**src/rtl/flag_ctrl.sv**
```systemverilog
// flag_ctrl
//   Holds the N/V/Z condition-flag register and decides which EX-stage ALU
//   results may update it. It also resolves decode-stage conditional branches
//   against flags forwarded from EX, and freezes all flag state once HLT
//   retires from EX.
//
// Ports
//   clk        : rising-edge clock
//   rst_n      : asynchronous active-low reset
//   ex_vld     : EX holds a real instruction (not a bubble)
//   ex_stall   : EX is held this cycle
//   ex_flush   : EX instruction is squashed this cycle
//   ex_opcode  : EX instruction opcode
//   alu_flag   : combinational {N,V,Z} from the ALU
//   id_br_vld  : decode holds a conditional branch
//   id_ccc     : branch condition code
//   flag_q     : architectural flags {N,V,Z}
//   flag_wen   : per-bit flag write enable applied this cycle
//   take_br    : decode branch resolves taken
//   halted     : processor is halted
module flag_ctrl #(
   parameter int FLAG_W = 3
) (
   input  logic              clk,
   input  logic              rst_n,
   input  logic              ex_vld,
   input  logic              ex_stall,
   input  logic              ex_flush,
   input  logic [3:0]        ex_opcode,
   input  logic [FLAG_W-1:0] alu_flag,
   input  logic              id_br_vld,
   input  logic [2:0]        id_ccc,
   output logic [FLAG_W-1:0] flag_q,
   output logic [FLAG_W-1:0] flag_wen,
   output logic              take_br,
   output logic              halted
);

   localparam int N_B = 2;
   localparam int V_B = 1;
   localparam int Z_B = 0;

   typedef enum logic {RUN = 1'b0, HALTED = 1'b1} state_e;

   state_e            state_q, state_d;
   logic [FLAG_W-1:0] flag_d;
   logic [FLAG_W-1:0] eff;
   logic              live;
   logic              n, v, z, cond;

   always_ff @(posedge clk or negedge rst_n) begin
      if (!rst_n) begin
         state_q <= RUN;
         flag_q  <= '0;
      end else begin
         state_q <= state_d;
         flag_q  <= flag_d;
      end
   end

   always_comb begin
      state_d  = state_q;
      flag_wen = '0;
      cond     = 1'b0;

      // Only an instruction that actually retires from EX this cycle may
      // write flags, forward flags, or halt the machine.
      live = ex_vld & ~ex_stall & ~ex_flush & (state_q == RUN);

      if (live) begin
         unique case (ex_opcode)
            4'b0000, 4'b0001:                   flag_wen = '1;               // ADD, SUB
            4'b0010, 4'b0100, 4'b0101, 4'b0110: flag_wen[Z_B] = 1'b1;        // XOR, SLL, SRA, ROR
            default:                            flag_wen = '0;
         endcase
         if (ex_opcode == 4'b1111) state_d = HALTED;
      end

      // Forwarded flags equal the next register value. A branch in ID can
      // therefore resolve against the EX result without a bubble.
      eff    = (flag_wen & alu_flag) | (~flag_wen & flag_q);
      flag_d = eff;

      n = eff[N_B];
      v = eff[V_B];
      z = eff[Z_B];
      unique case (id_ccc)
         3'b000: cond = ~z;
         3'b001: cond = z;
         3'b010: cond = ~z & ~n;
         3'b011: cond = n;
         3'b100: cond = z | (~z & ~n);
         3'b101: cond = n | z;
         3'b110: cond = v;
         default: cond = 1'b1;
      endcase

      take_br = id_br_vld & (state_q == RUN) & cond;
   end

   assign halted = (state_q == HALTED);

endmodule
```
**config.mk**
```make
export PLATFORM = sky130hd
export DESIGN_NAME = flag_ctrl
export DESIGN_NICKNAME = d
export VERILOG_FILES = /design/src/rtl/flag_ctrl.sv
export SDC_FILE = /design/constraint.sdc
export NUM_CORES = 1
export LEC_CHECK = 0
export CORE_AREA = 3 3 40 42
export CTS_BUF_LIST = sky130_fd_sc_hd__clkbuf_2 sky130_fd_sc_hd__clkbuf_4 sky130_fd_sc_hd__clkbuf_8
export DETAILED_ROUTE_END_ITERATION = 8
export DIE_AREA = 0 0 43 45
export GPL_TIMING_DRIVEN = 0
export PLACE_DENSITY = 0.69
export SYNTH_ARGS = -nofsm -noshare
export SYNTH_HDL_FRONTEND = slang
export SYNTH_SLANG_ARGS = --single-unit
```
**constraint.sdc**
```tcl
create_clock -name clk -period 4.59 [get_ports clk]
set_input_delay 0.918 -clock clk [delete_from_list [all_inputs] [get_ports clk]]
set_output_delay 0.918 -clock clk [all_outputs]
set_load 0.02 [all_outputs]
```
==> results.tsv <==
metric	value	unit
synth_top_family_by_area	simple AND/OR/NAND/NOR gates	
synth_mux_area_frac	0.1649	
postRouteWirelength	925	µm
postCtsHoldBufs	0	
cp.arrival	3290	ps
antenna_left	0	
drc_errors	0	
row_count	13	
drive_gt1_frac	0.2419	
tns	0	ps
synth_xor_area_frac	0	
powerDensity	269.4	nW/µm²
r2r-start	halted$_DFFE_PN0P_	
drtIter0Drc	5	
synth_compound_area_frac	0.1935	
synth_fp_nets	52	
synth_cell_types	21	
clkLatencyLatePin	240	ps
cp_max_fo	3	
root_buffer	clkbuf_4	
vias	359	
relSlewSlack	0.8598	
start_util	0.2717	
cts_tree	done	
antenna_found_initial	0	
rsz0062_at_grt	false	
leakage	0.2604	nW
grt_use_met3	0.07570	
area_delta_synth_final	77.78	%
cts_num_sinks	4	
dpl.hpwl	739.5	µm
finalClockSkew	2.033	ps
power	0.0001672	W
htreeDepth	1	
ioPinCount	24	
cts_setup_buffers	0	
hp-start	halted$_DFFE_PN0P_	
ys_warn_count	0	
crit_path_cell_trace	clkdlybuf4s50_1 > nor3b_2 > and3_4 > mux2_4 > a2111oi_4 > o32a_2 > clkdlybuf4s50_1	
portBuffers	23	
grt_overflow	0	
numCtsBuffers	3	
synth-simple-area-share	0.3118	
syn_area_per_cell	9.697	µm²
nNetsFinal	80	
grt.total_usage	0.1188	
period_minus_slack	4210	ps
antenna-diode-count	0	
crit_path_frequent_cell	clkdlybuf4s50_1	
core_area	1285	µm²
die-area	1935	µm²
gp_congestion	0.7151	
status	finished, final reports clean	
dieHeight	45	µm
required	3670	ps
grt_max_degree	7	
critPathSlowestCell	clkdlybuf4s50_1	
worst_pin_slew	204.5	ps
die_w	43	µm
synth_area	349.1	µm²
synth_seq_cells	4	
finalSetupViolations	0	
path_class	input port to output port	
finalHoldViolations	0	
maxSlewViolCount	0	
top_usage_layer	met2	
grt_use_met2	0.1677	
period_share	0.9171	
startpoint	ex_vld	
viasPerCell	4.662	
detail_route.wl_per_cell	12.01	µm
end_kind	output port	
grt_pass1_vias	391	
post_cts_resized	0	
met1_usage	0.1418	
postSynthCellCount	36	
clk_pin_slew_worst_paths	40	ps
slowest_delay	590	ps
fillers	119	
synth_seq_area_share	0.2867	
drt_first_pass_iters	2	
grt_pass1_wl	1635	µm
synth-adder-area-share	0	
ir_drop	0.1446	mV
clock_path_buffers	2	
clock.fmax	237.6	MHz
cap_violations	0	
startpoint_type	input port	
hp-class	flop to flop	
flip-flops by register name, indices dropped and copies added, names as in the netlist:
name,cells
flag_q,3
halted,1
worst max-delay path: cells and delay by family:
| kind | cells | cell delay, ps |
|---|---|---|
| mux | 1 | 330 |
| simple gates | 2 | 470 |
| buf+inv | 2 | 1030 |
| compound gates | 2 | 540 |
metrics by stage:
step | setup WS [ps] | cells | area [µm²] | hold slack (ps) | utilization
6_report | 380.5 | 77 | 620.6 | 522.5 | 0.4830
5_1_grt | 304.8 | 77 | 620.6 | 556.1 | 0.4830
4_1_cts | 364.8 | 77 | 620.6 | 527.1 | 0.4830
3_5_place_dp | 371.7 | 74 | 598.1 | 513.6 | 0.4654
3_3_place_gp | 388.4 | 74 | 598.1 | 517.2 | 0.4654
2_1_floorplan | 1358 | 36 | 349.1 | 617.4 | -
power by group:
part           leakage (nW)  internal, W  switching, W
clock network        0.0138    0.0000295     0.0000173
registers            0.0502    0.0000427    0.00000581
logic                 0.196    0.0000411     0.0000308
total                 0.260     0.000113     0.0000539
area by class of cell:
class | count | area (µm²) | area share
multi-input combinational | 29 | 234.0 | 0.3770
timing repair buffer | 23 | 230.2 | 0.3710
sequential | 4 | 100.1 | 0.1613
clock buffer | 3 | 22.52 | 0.03629
tap | 15 | 18.77 | 0.03024
buffer | 1 | 7.507 | 0.01210
inverter | 2 | 7.507 | 0.01210
cells in the mapped netlist (all sizes together):
cell type	count	area [µm²]
nor2	4	15.01
mux2i	2	20.02
a2111oi	1	27.53
inv	2	7.510
mux2	3	37.53
o21ai	2	10.01
and3	2	17.52
o32a	1	11.26
o21ba	1	10.01
nand3	1	10.01
dfrtp	4	100.1
buf	1	7.510
nor2b	2	12.51
or3b	1	8.760
nand2	5	18.77
nor3b	1	12.51
a21o	1	8.760
nand3b	1	7.510
nand2b	1	6.260
per-layer routing:
layer  up-vias  routed length, µm
met5         -                  0
met4         0                  0
met3         0                 56
met2        12                410
met1       169                459
li1        178                  -
kinds of logic after synthesis:
| kind of cell | Yosys count |
|---|---|
| buf+inv | 3 |
| mux | 5 |
| compound gates | 6 |
| simple gates | 18 |
| flops | 4 |
cells in the final DEF (no fill, tap or decap), types with 2 or more instances in the layout:
cell type	instances
dfrtp_1	4
nand2_1	5
clkdlybuf4s50_1	23
clkbuf_4	3
mux2i_1	2
o21ai_0	2
mux2_2	2
nor2_1	4
inv_1	2
nor2b_1	2
worst paths after layout:
check / to / slack (ps) / depth (start not counted)
hold reg to reg: halted$_DFFE_PN0P_ / 520 / 1
hold / removal: halted$_DFFE_PN0P_ / 520 / 1
min in group asynchronous: flag_q[1]$_DFF_PN0_ / 870 / 1
max in group asynchronous: halted$_DFFE_PN0P_ / 3550 / 1
setup / recovery: take_br / 380 / 7
setup reg to reg: flag_q[0]$_DFF_PN0_ / 3330 / 3
Note: power is estimated with default switching activity, not from simulation.
